$ cat config.mk
export PLATFORM = sky130hd
export DESIGN_NAME = ae18_stkctl_flat
export DESIGN_NICKNAME = d
export VERILOG_FILES = /design/src/rtl/ae18_stkctl_if.sv /design/src/rtl/ae18_stkctl.sv /design/src/flat_wrapper.sv
export SDC_FILE = /design/constraint.sdc
export NUM_CORES = 1
export LEC_CHECK = 0
export CAP_MARGIN = 10
export CORE_MARGIN = 2
export CORE_UTILIZATION = 24
export DETAILED_ROUTE_END_ITERATION = 10
export HOLD_SLACK_MARGIN = 0.02
export PLACE_DENSITY_LB_ADDON = 0.1
export SYNTH_ARGS = -nofsm -noshare
export SYNTH_HDL_FRONTEND = slang
export SYNTH_SLANG_ARGS = --single-unit
$ cat constraint.sdc
create_clock -name clk -period 2.4 [get_ports clk]
set_clock_uncertainty 0.15 [all_clocks]
set_input_delay 0.48 -clock clk [delete_from_list [all_inputs] [get_ports clk]]
set_output_delay 0.48 -clock clk [all_outputs]
set_load 0.05 [all_outputs]
$ cat src/rtl/ae18_stkctl_if.sv
// Stack RAM port bundle between the AE18 return-stack controller (master)
// and the synchronous stack RAM (slave).
interface ae18_stkctl_if #(
  parameter int ISIZ = 24,
  parameter int SSIZ = 5
);
  logic [ISIZ-1:0] m_wdat;
  logic [SSIZ-1:0] m_wadr;
  logic            m_we;
  logic [SSIZ-1:0] m_radr;
  logic [ISIZ-1:0] m_rdat;

  modport master (
    output m_wdat,
    output m_wadr,
    output m_we,
    output m_radr,
    input  m_rdat
  );

  modport slave (
    input  m_wdat,
    input  m_wadr,
    input  m_we,
    input  m_radr,
    output m_rdat
  );
endinterface

$ cat src/rtl/ae18_stkctl.sv
// AE18 hardware return-stack controller: pointer, sticky full/unf flags, TOS view.
// Define AE18_STKTRAP_EN to get a one-cycle trap pulse and stack reset on any fault.
module ae18_stkctl #(
  parameter int ISIZ = 24,
  parameter int SSIZ = 5
) (
  input  logic            clk,
  input  logic            rst,
  input  logic            push,
  input  logic            pop,
  input  logic            tos_we,
  input  logic [ISIZ-1:0] din,
  input  logic            clr,
  output logic [ISIZ-1:0] tos,
  output logic [SSIZ-1:0] ptr,
  output logic            full,
  output logic            unf,
  output logic            trap,
  ae18_stkctl_if.master   ram
);

  localparam logic [SSIZ-1:0] PMAX = '1;

  logic [SSIZ-1:0] ptr_nx;
  logic [SSIZ-1:0] wadr;
  logic            we;
  logic            ovf;
  logic            udf;
  logic            sel_q;
  logic            empty;
  logic            at_top;

  assign empty  = (ptr == '0);
  assign at_top = (ptr == PMAX);

  // Command decode; slot 0 is the empty marker and is never written.
  always_comb begin
    ptr_nx = ptr;
    wadr   = ptr;
    we     = 1'b0;
    ovf    = 1'b0;
    udf    = 1'b0;
    if (push && pop && !empty) begin
      we = 1'b1;
    end else if (push) begin
      if (at_top) begin
        ovf = 1'b1;
      end else begin
        we     = 1'b1;
        wadr   = ptr + 1'b1;
        ptr_nx = ptr + 1'b1;
      end
    end else if (pop) begin
      if (empty) begin
        udf = 1'b1;
      end else begin
        ptr_nx = ptr - 1'b1;
      end
    end else if (tos_we && !empty) begin
      we = 1'b1;
    end
`ifdef AE18_STKTRAP_EN
    if (ovf || udf) begin
      ptr_nx = '0;
    end
`endif
  end

  // Read address follows the next pointer so m_rdat holds mem[ptr] after every edge.
  assign ram.m_radr = ptr_nx;
  assign ram.m_wadr = wadr;
  assign ram.m_wdat = din;
  assign ram.m_we   = we & rst;

  assign tos = sel_q ? ram.m_rdat : '0;

  // A fault in the same cycle as clr keeps the flag set.
  always_ff @(posedge clk or negedge rst) begin
    if (!rst) begin
      ptr   <= '0;
      full  <= 1'b0;
      unf   <= 1'b0;
      sel_q <= 1'b0;
    end else begin
      ptr   <= ptr_nx;
      sel_q <= (ptr_nx != '0);
      full  <= ovf | (full & ~clr);
      unf   <= udf | (unf & ~clr);
    end
  end

`ifdef AE18_STKTRAP_EN
  always_ff @(posedge clk or negedge rst) begin
    if (!rst) begin
      trap <= 1'b0;
    end else begin
      trap <= ovf | udf;
    end
  end
`else
  assign trap = 1'b0;
`endif

endmodule

$ cat src/flat_wrapper.sv
// flat-port wrapper written by rule: the top's interface ports become plain ports
module ae18_stkctl_flat 
#(
  parameter int ISIZ = 24,
  parameter int SSIZ = 5
)
  (clk, rst, push, pop, tos_we, din, clr, tos, ptr, full, unf, trap, ram_m_wdat, ram_m_wadr, ram_m_we, ram_m_radr, ram_m_rdat);
  ae18_stkctl_if #(.ISIZ(ISIZ), .SSIZ(SSIZ)) ram_i ();
  input  logic clk;
  input  logic rst;
  input  logic push;
  input  logic pop;
  input  logic tos_we;
  input  logic [ISIZ-1:0] din;
  input  logic clr;
  output logic [ISIZ-1:0] tos;
  output logic [SSIZ-1:0] ptr;
  output logic full;
  output logic unf;
  output logic trap;
  output wire logic [$bits(ram_i.m_wdat)-1:0] ram_m_wdat;
  output wire logic [$bits(ram_i.m_wadr)-1:0] ram_m_wadr;
  output wire logic [$bits(ram_i.m_we)-1:0] ram_m_we;
  output wire logic [$bits(ram_i.m_radr)-1:0] ram_m_radr;
  input wire logic [$bits(ram_i.m_rdat)-1:0] ram_m_rdat;
  assign ram_m_wdat = ram_i.m_wdat;
  assign ram_m_wadr = ram_i.m_wadr;
  assign ram_m_we = ram_i.m_we;
  assign ram_m_radr = ram_i.m_radr;
  assign ram_i.m_rdat = ram_m_rdat;
  ae18_stkctl #(.ISIZ(ISIZ), .SSIZ(SSIZ)) u_core (.clk(clk), .rst(rst), .push(push), .pop(pop), .tos_we(tos_we), .din(din), .clr(clr), .tos(tos), .ptr(ptr), .full(full), .unf(unf), .trap(trap), .ram(ram_i));
endmodule
==> metrics.yaml, run 1 <==
placement:
  gp_congestion: 0.894
  port_buffers: 71
  dpl.hpwl_um: 3190
  place_inst: 239
die:
  die_area_um2: 4620
  ios: 121
  fp.dieH_um: 68.0
  core_um2: 3970
  initial_core_util_pct: 24.7
  die_x_um: 68.0
  rows: 23
final_layout:
  multi_input_area_um2: 743
  fill_cells: 353
  fin_nets: 258
  syn_to_final_growth_pct: 139
  seq_area_um2: 209
  final_cells: 251
  n_antenna_cell: 0
  drive_gt1_share_pct: 49.8
worst_hold_path:
  hold_class: "flop to flop"
  hold_start: "u_core.unf$_DFF_PN0_"
  holdPathStages: 2
  min_to: "u_core.unf$_DFF_PN0_"
timing:
  finalSetupViolations: 11
  period_share_pct: 112
  maxSlewViolCount: 0
  fin_worst_hold_slack_ns: 0.376
  hold_viol_final: 0
  rsz0062_at_grt: "true"
  min_period_ns: 2.69
  setup_slack_ns: -0.286
  setup_tns_ns: -2.33
  worst_pin_slew_ns: 0.558
  maxSlewHeadroom_pct: 62.8
  fmax_mhz: 372
clocking:
  cts_tree: "built"
  clk_path_buf_depth: 2
  clock-root-buffer: "clkbuf_8"
  cts_hold_buf: 0
  clk_latency_ns: 0.23
  h-tree-depth: 1
  cts.clk_slew.worst_paths_ns: 0.04
  cts.sinks: 8
  cts_buffers: 3
routing:
  drt-initial-drc-count: 42
  drc: 0
  routedWlPerCell_um: 16.8
  via_per_inst: 4.63
  drt_pass1_iterations: 4
  ant_nets: 0
  vias: 1161
  routed_wl_um: 4210
grt:
  grt_max_degree: 25
  grt_pass1_vias: 1147
  grt_usage_pct: 18.1
  grt_pass1_wl_um: 6210
  grt_overflow_total: 0
  antenna_found_initial: 0
critical_path:
  r2r-start: "u_core.ptr[0]$_DFF_PN0_"
  path_class: "flop to output port"
  cp-startpoint: "u_core.ptr[0]$_DFF_PN0_"
  timing.rr.end: "u_core.sel_q$_DFF_PN0_"
  cp_data_arrival_time_ns: 2.06
  end_kind: "output port"
  required_ns: 1.77
  crit_path_start_kind: "flop"
  r2r_cells: 10
  crit_fanout: 6
  reg2reg_slack_ns: -0.14
synthesis:
  yosys_warnings: 0
  ys_seq_elements: 8
  synth_top_area_share_pct: 20.4
  syn_inst: 129
  syn_area_per_cell_um2: 7.61
  syn-cell-area_um2: 982
  ys_seq_area_share_pct: 20.4
  ys_types: 37
  syn_nets: 185
  yosys.area.top_type: "dfrtp_1"
  synth_area_leaders: "dfrtp_1 20%, buf_4 19%, and2_1 15%"
pwr:
  p_per_area_nw_per_um2: 1230
  total_leakage_power_nw: 1.01
  power_mw: 2.88
  irDropWorstVdd_mv: 0.854
outcome:
  outcome: "finished with violations"
  violations: "setup timing"
job:
  max-cap-violations: 0
-- synthesized netlist by cell type --
cell      instances
o22a_1            1
a21o_1            1
mux2i_1           1
o32a_1            1
and2_1           24
buf_4            25
o21ai_0           4
nor3_1            1
o22ai_1           1
nor4b_1           1
nand2_4           1
mux2_2            1
a311o_1           1
a221oi_1          1
nand4_1           1
and3_1            4
inv_1             6
o211ai_1          2
nand2_1           8
or4b_4            1
or4b_1            1
o31ai_1           1
nand3_1           2
a211o_1           1
o221a_2           1
buf_2             3
conb_1            1
ha_1              2
a31oi_1           2
clkbuf_1          5
dfrtp_1           8
o31a_1            1
a21oi_1           3
nand2b_1          1
xnor2_1           3
o32ai_1           1
nor2_1            7
-- kinds of logic (layout without fill, tap and decap cells) --
family	count (synthesis)	count (layout)	synth area share, %
muxes	2	2	2.17
AOI/OAI and AO/OA	22	22	16.2
xor gates and xnor gates	3	3	2.68
other	1	1	0.382
buffers and inverters	39	111	24.8
adders and majority gates	2	2	2.55
DFF	8	8	20.4
and+or+nand+nor	52	52	30.8
-- registers in the layout, summed over array words and instances (netlist names) --
register,flops
u_core.sel_q,1
u_core.ptr,5
u_core.full,1
u_core.unf,1
-- metrics by stage --
step	util, %	instance area (um2)	setup WS (ns)
6_report	59.0	2340	-0.286
2_1_floorplan	-	1080	-0.191
4_1_cts	58.1	2310	-0.286
3_3_place_gp	52.1	2070	-0.151
5_1_grt	59.0	2340	-0.340
3_5_place_dp	52.1	2070	-0.142
-- cell usage in the layout (no fill, tap or decap), drive strengths merged, types with 3 or more instances in the layout --
| cell | n |
|---|---|
| inv | 6 |
| buf | 65 |
| xnor2 | 3 |
| and2 | 24 |
| a21oi | 3 |
| o21ai | 4 |
| nand2 | 9 |
| dlygate4sd2 | 3 |
| clkdlybuf4s50 | 33 |
| dfrtp | 8 |
| clkbuf | 4 |
| nor2 | 7 |
| and3 | 4 |
-- per-layer routing --
metal | up-vias | part of all wire [%] | track usage (%)
li1 | 551 | - | -
met1 | 536 | 35 | 20.3
met2 | 51 | 51 | 32.0
met3 | 23 | 9.1 | 4.93
met4 | 0 | 5.0 | 7.25
met5 | - | 0 | 0
-- critical path: stages (launching register included) --
cell and delay, ns:
dfrtp_4 0.48, inv_4 0.07, ha_4 0.12, or4b_4 0.51
nand2_8 0.12, nor2_4 0.04, o32a_4 0.33, buf_8 0.16
-- area by class of cell --
| class | count | area share, % |
|---|---|---|
| timing repair buffer | 101 | 53.7 |
| clock buffer | 4 | 1.92 |
| inverter | 6 | 1.07 |
| sequential | 8 | 8.91 |
| multi-input combinational | 82 | 31.7 |
| tap | 50 | 2.67 |
-- worst max-delay path by stage --
stage                                   to  slack [ns]  cells past startpoint
CTS                          ram_m_radr[1]       -0.29                      7
detailed placement  u_core.sel_q$_DFF_PN0_       -0.14                      7
global route                 ram_m_wadr[3]       -0.34                      7
global placement    u_core.sel_q$_DFF_PN0_       -0.15                      7
floorplan           u_core.sel_q$_DFF_PN0_       -0.19                      7
finish                       ram_m_radr[1]       -0.29                      7
-- what timing repair did --
item,CTS,global route
pin swaps,12,6
endpoints found under the setup margin,11,12
buffers inserted,8,0
resized for setup,31,8
-- power breakdown --
part	leakage (nW)	internal (mW)	switching (mW)	total, mW
clock	0.0228	0.115	0.0562	0.172
sequential	0.0937	0.187	0.0509	0.238
combinational	0.891	1.15	1.32	2.47
Note: power is estimated with default switching activity, not from simulation.
==> run 2, diff against run 1 <==
- CAP_MARGIN: 10 -> 20
==> results of run 2 <==
Final layout, timing and power as in run 1 (identical DEF).
==> run 3, diff against run 2 <==
- CAP_MARGIN: 20 -> 10
==> results of run 3 <==
Final layout, timing and power as in run 1 (identical DEF).
